### src/rtl/line_wbuffer.sv
// rtl/line_wbuffer.sv - write-back line buffer with merge, lookup and AXI burst drain
module line_wbuffer #(
    parameter int DEPTH        = 8,
    parameter int LINE_WORDS   = 8,
    parameter int DATA_W       = 32,
    parameter int PADDR_W      = 32,
    parameter int DRAIN_THRESH = 4
) (
    input  logic                         clk,
    input  logic                         rst,
    input  logic                         push_valid,
    output logic                         push_ready,
    input  logic [PADDR_W-1:0]           push_paddr,
    input  logic [LINE_WORDS*DATA_W-1:0] push_data,
    input  logic [PADDR_W-1:0]           lookup_paddr,
    output logic                         lookup_hit,
    output logic [LINE_WORDS*DATA_W-1:0] lookup_data,
    input  logic                         flush_req,
    output logic                         flush_done,
    output logic                         empty,
    output logic                         full,
    output logic [$clog2(DEPTH):0]       count,
    output logic                         bus_err,
    output logic [PADDR_W-1:0]           awaddr,
    output logic [3:0]                   awlen,
    output logic [2:0]                   awsize,
    output logic [1:0]                   awburst,
    output logic                         awvalid,
    input  logic                         awready,
    output logic [DATA_W-1:0]            wdata,
    output logic [DATA_W/8-1:0]          wstrb,
    output logic                         wlast,
    output logic                         wvalid,
    input  logic                         wready,
    input  logic [1:0]                   bresp,
    input  logic                         bvalid,
    output logic                         bready
);
    localparam int LINE_W = LINE_WORDS * DATA_W;
    localparam int OFS    = $clog2(LINE_W / 8);
    localparam int TAG_W  = PADDR_W - OFS;
    localparam int PTR_W  = $clog2(DEPTH);
    localparam int CNT_W  = PTR_W + 1;
    localparam int IDX_W  = $clog2(LINE_WORDS);

    typedef enum logic [1:0] {S_IDLE, S_AW, S_W, S_B} state_t;

    logic [DEPTH-1:0]  valid_q;
    logic [TAG_W-1:0]  tag_q  [DEPTH];
    logic [LINE_W-1:0] data_q [DEPTH];
    logic [PTR_W-1:0]  head_q, tail_q;
    logic [CNT_W-1:0]  count_q;

    state_t             state_q;
    logic [IDX_W-1:0]   idx_q;
    logic               awvalid_q, wvalid_q, wlast_q, bready_q;
    logic [PADDR_W-1:0] awaddr_q;
    logic [DATA_W-1:0]  wdata_q;
    logic               flush_pending_q, flush_done_q, bus_err_q;

    logic [TAG_W-1:0] push_tag, lookup_tag;
    logic             head_locked;
    logic             merge_hit;
    logic [PTR_W-1:0] merge_idx;
    logic             lk_new_hit, lk_head_hit;
    logic [PTR_W-1:0] lk_new_idx;
    logic             push_fire, do_merge, do_alloc, pop;
    logic [IDX_W-1:0] next_idx;
    logic             unused_ofs;

    assign push_tag    = push_paddr[PADDR_W-1:OFS];
    assign lookup_tag  = lookup_paddr[PADDR_W-1:OFS];
    assign unused_ofs  = ^{push_paddr[OFS-1:0], lookup_paddr[OFS-1:0]};
    assign head_locked = (state_q != S_IDLE);

    // The locked head is excluded from merging; lookup prefers a newer unlocked copy.
    always_comb begin
        merge_hit  = 1'b0;
        merge_idx  = '0;
        lk_new_hit = 1'b0;
        lk_new_idx = '0;
        for (int i = 0; i < DEPTH; i++) begin
            if (valid_q[i] && !(head_locked && (PTR_W'(i) == head_q))) begin
                if (tag_q[i] == push_tag) begin
                    merge_hit = 1'b1;
                    merge_idx = PTR_W'(i);
                end
                if (tag_q[i] == lookup_tag) begin
                    lk_new_hit = 1'b1;
                    lk_new_idx = PTR_W'(i);
                end
            end
        end
        lk_head_hit = head_locked && valid_q[head_q] && (tag_q[head_q] == lookup_tag);
    end

    assign lookup_hit  = lk_new_hit || lk_head_hit;
    assign lookup_data = lk_new_hit  ? data_q[lk_new_idx] :
                         lk_head_hit ? data_q[head_q]     : '0;

    assign full       = (count_q == CNT_W'(DEPTH));
    assign empty      = (count_q == '0);
    assign count      = count_q;
    assign push_ready = !full || merge_hit;
    assign push_fire  = push_valid && push_ready;
    assign do_merge   = push_fire && merge_hit;
    assign do_alloc   = push_fire && !merge_hit;
    assign pop        = (state_q == S_B) && bvalid;
    assign next_idx   = idx_q + IDX_W'(1);

    always_ff @(posedge clk) begin
        if (rst) begin
            valid_q <= '0;
            head_q  <= '0;
            tail_q  <= '0;
            count_q <= '0;
        end else begin
            if (do_alloc) begin
                valid_q[tail_q] <= 1'b1;
                tail_q          <= tail_q + PTR_W'(1);
            end
            if (pop) begin
                valid_q[head_q] <= 1'b0;
                head_q          <= head_q + PTR_W'(1);
            end
            case ({do_alloc, pop})
                2'b10:   count_q <= count_q + CNT_W'(1);
                2'b01:   count_q <= count_q - CNT_W'(1);
                default: count_q <= count_q;
            endcase
        end
    end

    // Payload storage needs no reset; it is only observed through valid entries.
    always_ff @(posedge clk) begin
        if (do_merge) begin
            data_q[merge_idx] <= push_data;
        end
        if (do_alloc) begin
            tag_q[tail_q]  <= push_tag;
            data_q[tail_q] <= push_data;
        end
    end

    always_ff @(posedge clk) begin
        if (rst) begin
            state_q         <= S_IDLE;
            idx_q           <= '0;
            awvalid_q       <= 1'b0;
            wvalid_q        <= 1'b0;
            wlast_q         <= 1'b0;
            bready_q        <= 1'b0;
            awaddr_q        <= '0;
            wdata_q         <= '0;
            flush_pending_q <= 1'b0;
            flush_done_q    <= 1'b0;
            bus_err_q       <= 1'b0;
        end else begin
            flush_done_q <= 1'b0;
            if (flush_req) begin
                flush_pending_q <= 1'b1;
            end
            case (state_q)
                S_IDLE: begin
                    if ((count_q >= CNT_W'(DRAIN_THRESH)) || (flush_pending_q && (count_q != '0))) begin
                        state_q   <= S_AW;
                        awvalid_q <= 1'b1;
                        awaddr_q  <= {tag_q[head_q], {OFS{1'b0}}};
                    end else if ((flush_pending_q || flush_req) && (count_q == '0) && !do_alloc) begin
                        flush_done_q    <= 1'b1;
                        flush_pending_q <= 1'b0;
                    end
                end
                S_AW: begin
                    if (awready) begin
                        state_q   <= S_W;
                        awvalid_q <= 1'b0;
                        wvalid_q  <= 1'b1;
                        idx_q     <= '0;
                        wdata_q   <= data_q[head_q][0 +: DATA_W];
                        wlast_q   <= (LINE_WORDS == 1);
                    end
                end
                S_W: begin
                    if (wready) begin
                        if (wlast_q) begin
                            state_q  <= S_B;
                            wvalid_q <= 1'b0;
                            wlast_q  <= 1'b0;
                            bready_q <= 1'b1;
                        end else begin
                            idx_q   <= next_idx;
                            wdata_q <= data_q[head_q][int'(next_idx) * DATA_W +: DATA_W];
                            wlast_q <= (next_idx == IDX_W'(LINE_WORDS - 1));
                        end
                    end
                end
                S_B: begin
                    if (bvalid) begin
                        state_q   <= S_IDLE;
                        bready_q  <= 1'b0;
                        bus_err_q <= bus_err_q | (bresp != 2'b00);
                    end
                end
                default: state_q <= S_IDLE;
            endcase
        end
    end

    assign awaddr     = awaddr_q;
    assign awlen      = 4'(LINE_WORDS - 1);
    assign awsize     = 3'($clog2(DATA_W / 8));
    assign awburst    = 2'b01;
    assign awvalid    = awvalid_q;
    assign wdata      = wdata_q;
    assign wstrb      = '1;
    assign wlast      = wlast_q;
    assign wvalid     = wvalid_q;
    assign bready     = bready_q;
    assign flush_done = flush_done_q;
    assign bus_err    = bus_err_q;
endmodule

### config.mk
export PLATFORM = sky130hd
export DESIGN_NAME = line_wbuffer
export DESIGN_NICKNAME = d
export VERILOG_FILES = /design/src/rtl/line_wbuffer.sv
export SDC_FILE = /design/constraint.sdc
export NUM_CORES = 2
export LEC_CHECK = 0
export BUFFER_PORTS_ARGS = -buffer_cell sky130_fd_sc_hd__buf_2
export CAP_MARGIN = 20
export CORE_UTILIZATION = 55
export CTS_CLUSTER_SIZE = 25
export DETAILED_ROUTE_END_ITERATION = 12
export GPL_TIMING_DRIVEN = 0
export PLACE_DENSITY_LB_ADDON = 0.15
export SLEW_MARGIN = 20
export SYNTH_ARGS = -nofsm -noshare
export SYNTH_HDL_FRONTEND = slang
export SYNTH_SLANG_ARGS = --single-unit
### constraint.sdc
create_clock -name clk -period 25.8 [get_ports clk]
set_clock_uncertainty 0.15 [all_clocks]
set_input_delay 2.58 -clock clk [delete_from_list [all_inputs] [get_ports clk]]
set_output_delay 2.58 -clock clk [all_outputs]
set_load 0.02 [all_outputs]
Word-level counts from Yosys, hierarchy flattened
Memories as Yosys holds them, arrays and structs flattened. A register that Yosys moved wholly into a read port is not among the register bits.
Index checks and enable logic that the tools add are counted.
- bits of input ports: 329
- bits in writable memories: 2264
- latch bits: 0
- memory bits (read-only): 0
- flip-flop bits (word level): 89
- memories kept: 2
- output and inout bits: 347
- memory list (name ; depth ; bits a word ; read ports ; clocked after Yosys merged registers in ; wr ports ; line ; source):
    data_q ; 8 ; 256 ; 2 ; 1 ; 1 ; 50 ; logic [LINE_W-1:0] data_q [DEPTH];
    tag_q ; 8 ; 27 ; 9 ; 1 ; 1 ; 49 ; logic [TAG_W-1:0] tag_q [DEPTH];
- magnitude comparators: 5
- equality and inequality tests: 37
- shift operators: 1
- $add $sub $neg: 5
- divide/modulo/power cells: 0
- bitwise logic cells: 5
- reductions and logical operators: 62
- $mul: 0
- mux-type cells: 116
- operators by type and width (kind ; count):
    $mux 256 ; 3
    $eq 27x27->1 ; 17
    $reduce_or 256->1 ; 1
    $shiftx 256x9->32 ; 1
    $mux 3 ; 32
    $mux 32 ; 3
    $pmux 32 s2 ; 1
    $mux 1 ; 59
    $logic_and 1x1->1 ; 27
    $mux 8 ; 3
    $eq 3x3->1 const A ; 4
    $ne 2x2->1 const B ; 6
    $reduce_and 4->1 ; 3
    $reduce_bool 2->1 ; 6
    $logic_not 1->1 ; 11
    $mux 2 ; 5
    $add 3x1->3 const B ; 3
    $and 8x8->8 ; 1
    $lt 3x4->1 const B ; 2
    $not 8->8 ; 1
    $or 8x8->8 ; 1
    $pmux 1 s2 ; 4
    $pmux 2 s4 ; 1
    $pmux 4 s2 ; 1
    other kinds (24) ; 35

Depth between registers and ports, before layout
- word-level depth: 27
- depth in mapped cells: 18
- mapped depth without buffers: 16

Worst setup path before layout
OpenSTA, ideal clock, no wires.
- path type: in2reg
- start: input push_paddr[12]
- end: memory data_q[2][0] (netlist bit), enable pin
- required time: 24.463 ns
- arrival: 21.696 ns
- stages: 10
- path slack: 2.766 ns
- path through: buf_2 -> xnor2_1 -> nand4_1 -> nor4_1 -> nand4_1 -> nand4_1 -> nor3_1 -> a211o_1 -> or2_2 -> nor3_1
- word-level cells in the longest chain between the ends: 24
- RTL lines (element ; line ; source):
    start: declaration ; 13 ; input logic [PADDR_W-1:0] push_paddr,
    $eq 27x27->1 ; 84 ; if (tag_q[i] == push_tag) begin
    $mux 1 ; 84 ;
    $mux 1 ; 83 ; if (valid_q[i] && !(head_locked && (PTR_W'(i) == head_q))) begin
    $mux 1 ; 84 ;
    $mux 1 ; 83 ;
    $mux 1 ; 84 ;
    $mux 1 ; 83 ;
    $mux 1 ; 84 ;
    [8 not listed] ; - ;
    $mux 1 ; 83 ;
    $logic_or 1x1->1 ; 104 ; assign push_ready = !full || merge_hit;
    $logic_and 1x1->1 ; 105 ; assign push_fire = push_valid && push_ready;
    $logic_and 1x1->1 ; 107 ; assign do_alloc = push_fire && !merge_hit;
    $mux 1 ; 139 ; if (do_alloc) begin
    $mux 1 (implied by the code) ; 141 ; data_q[tail_q] <= push_data;
    $reduce_or 256->1 (no source line) ; - ;
    $mux 3 (no source line) or $mux 1 (tied branches) ; - ;
    end: declaration ; 50 ;
Parallel ways exist; a longest one is shown, timed or not.

Worst setup path after layout
- start: input lookup_paddr[16]
- end: output lookup_data[230]
- word-level cells in the longest chain between the ends: 18
- RTL lines (element ; line ; source):
    start: declaration ; 15 ; input logic [PADDR_W-1:0] lookup_paddr,
    branches (longest 17 deep; another with $eq 27x27->1) ; - ;
    $mux 256 * ; 98 ; assign lookup_data = lk_new_hit ? data_q[lk_new_idx] :
    end: declaration ; 17 ; output logic [LINE_WORDS*DATA_W-1:0] lookup_data,
Every way passes the cells marked *.

==> run summary <==
CTS resizes: 0
die area: 218400 um^2
layout cells sized above 1: 28.43%
Sinks on Clock Net: 2356
initial antenna violation count: 158
Arr. time, crit path: 8.06 ns
Core Region: 214800 um^2
insertion delay to the later sink of the worst-skew pair: 0.94 ns
hold_buf cts: 0
Sw Pwr: 2.260 mW
synth cell count leaders: edfxtp_1 (2264), mux2i_1 (1336), mux4_2 (582)
Worst Setup End Kind: output pin
Final ANT Viol Nets: 0
actual slew at the worst max-slew pin: 1.365 ns
GR Util All Layers: 44.11%
top cell type's share of synthesized area: 57.09%
clock slew at reported path FFs: 0.05 ns
Vias: 85210
TritonRoute pass-1 iters: 8
Worst Path Max Fanout: 10
Post-synth EDFFs: 2264
pwr dens: 65.93 nW/um^2
# IOs: 676
final setup fails: 0
status: completed
WL/cell: 41.66 um
mapped cell area: 119100 um^2
Hold Path Class: flop to flop
total negative slack: 0 ns
row count: 170
worst vdd ir: 0.07327 mV
Via density: 7.249
Max-Cap Viols: 0
Tot Pwr: 9.089 mW
register area: 69830 um^2
Setup Buffers After CTS: 0
footprint of the multi-input gates: 44750 um^2
Flop pwr share: 47.8%
RSZ-0062 raised after global routing: false
synth warn: 0
count of unique library cells instantiated by Yosys: 83
fin crit share: 41.83%
vias in the first global route: 81690
grt ovf: 0
CTS Buffer Depth: 4
slew margin rel.: 8.972%
Final HPWL DP: 362900 um
DRT Wirelength: 489700 um
initial drt markers: 14860
Main synth FF type: edfxtp_1
Layout Nets: 8996
Port-buffer cells: 619
final hold vios: 0
share of flip-flops with an asynchronous set or reset: 0%
fin crit period: 10.79 ns
root buffer cell: clkbuf_16
cell taking the most area after synthesis: edfxtp_1
post-synthesis cell count: 7490
# DRC: 0
Die X: 467.3 um
CP Class: primary input to output pin
clock share of power: 42.2%
setup slack, reg-to-reg: 18.41 ns
CTS H-tree depth: 5
first-pass GRT wire length: 657500 um
post-synthesis sequential area ratio: 58.63%
Gate power share: 10.0%
DIE HEIGHT: 467.3 um
Internal Pwr Total: 6.829 mW
fill count: 15530
largest net degree at the start of global routing: 23
Area contributors post-synth: edfxtp_1 (57%), mux2i_1 (11%), mux4_2 (11%)
CP Launch Type: primary input
LEAKAGE: 48.61 nW
fmax: 92.65 MHz
Placer Congestion: 1.031
syn avg cell area: 15.90 um^2
most numerous cell in the Yosys netlist: edfxtp_1
Initial Utilization: 55.44%
Area Growth Syn to Fin: 15.76%
Inserted Clock Buffers: 275
Sw Ratio: 24.86%
max-slew violation count: 0
CTS tree: done
#FFs+latches synth: 2356
CP Data Required Time: 23.07 ns
-- flip-flops by register name, summed over array words and instances (netlist names), named ones only --
signal and cells:
data_q 2048, tag_q 216, wdata 32, awaddr 27
valid_q 8, count 4, head_q 3, idx_q 3
tail_q 3, state_q 2, awvalid 1, bready 1
bus_err 1, flush_done 1, flush_pending_q 1, wlast 1
wvalid 1
-- critical path, cell delays in order --
cell            delay, ns
buf_4                0.21
xnor2_1              0.82
nand4_1              0.14
or4_1                0.57
nor4_4               0.62
nor2_1               0.23
a21boi_4             0.44
nand2_1              0.47
buf_2                0.49
dlymetal6s2s_1       0.41
o221ai_1             0.29
o22a_1               0.48
buf_2                0.27
-- cell usage in the layout (no fill, tap or decap), types with 110 or more instances in the layout --
cell type,n
edfxtp_1,2264
nand3_1,227
mux2i_1,1320
xor2_1,159
buf_4,214
nand4_1,117
xnor2_1,301
nand2_1,155
a21oi_1,210
nor2_1,110
o221ai_1,218
clkbuf_1,195
o22a_1,214
clkbuf_16,278
buf_2,871
o21ai_0,237
mux4_2,582
-- per-stage QoR --
step,hold WS [ns],area [um^2],setup WS (ns),util (%),instances
detailed placement,0.2904,129000,15.15,60.06,11210
global route,0.3279,137700,15.20,64.11,11700
floorplan,0.3010,119200,2.766,-,7506
global placement,0.2945,125800,-19.62,58.56,10960
CTS,0.3026,137600,15.12,64.05,11670
finish,0.2998,137900,15.01,64.17,11760
-- power groups by stage --
stage | Clock (mW) | Sequential [mW] | Combinational [mW]
after floorplan | 0 | 4.46 | 0.403
after global placement | 0 | 4.47 | 0.826
after detailed placement | 0 | 4.42 | 0.862
after CTS | 3.82 | 4.34 | 0.865
after global routing | 3.96 | 4.35 | 0.911
final | 3.84 | 4.34 | 0.907
-- cells by family (layout without fill, tap and decap cells) --
family                     count (synthesis)  in the layout  share of synthesized area, %
buffers and inverters                    670           1997                         3.983
xor gates and xnor gates                 466            466                         3.465
AOI/OAI and AO/OA                       1227           1227                         7.510
DFF                                     2356           2356                         58.63
muxes                                   1994           1994                         22.95
and+or+nand+nor                          758            758                         3.273
adders and majority gates                 17             17                        0.1786
other                                      2            102                      0.006306
-- worst paths after layout --
check | from | end | cells past startpoint
min reg2reg | bus_err | bus_err | 2
max | lookup_paddr[16] | lookup_data[230] | 13
max reg2reg | head_q[1] | data_q[7][80] | 22
min | bus_err | bus_err | 2
-- routing by layer --
layer  track usage [%]  up-vias  part of all wire (%)
li1                  -    32920                     -
met4             29.97      110                   8.2
met1             56.23    43300                    34
met5                 0        -                  0.14
met3             14.58     1629                    14
met2             64.09     7254                    43
-- cell type report --
cell class	instances	area share, %
flip-flops and latches	2356	50.65
inverters	24	0.06535
multi-input cells	4480	32.46
clock inverters	120	0.9530
diodes	84	0.1525
repair buffers	867	4.477
well taps	2838	2.576
clock buffers	340	5.273
plain buffers	646	3.389
Note: power is estimated with default switching activity, not from simulation.
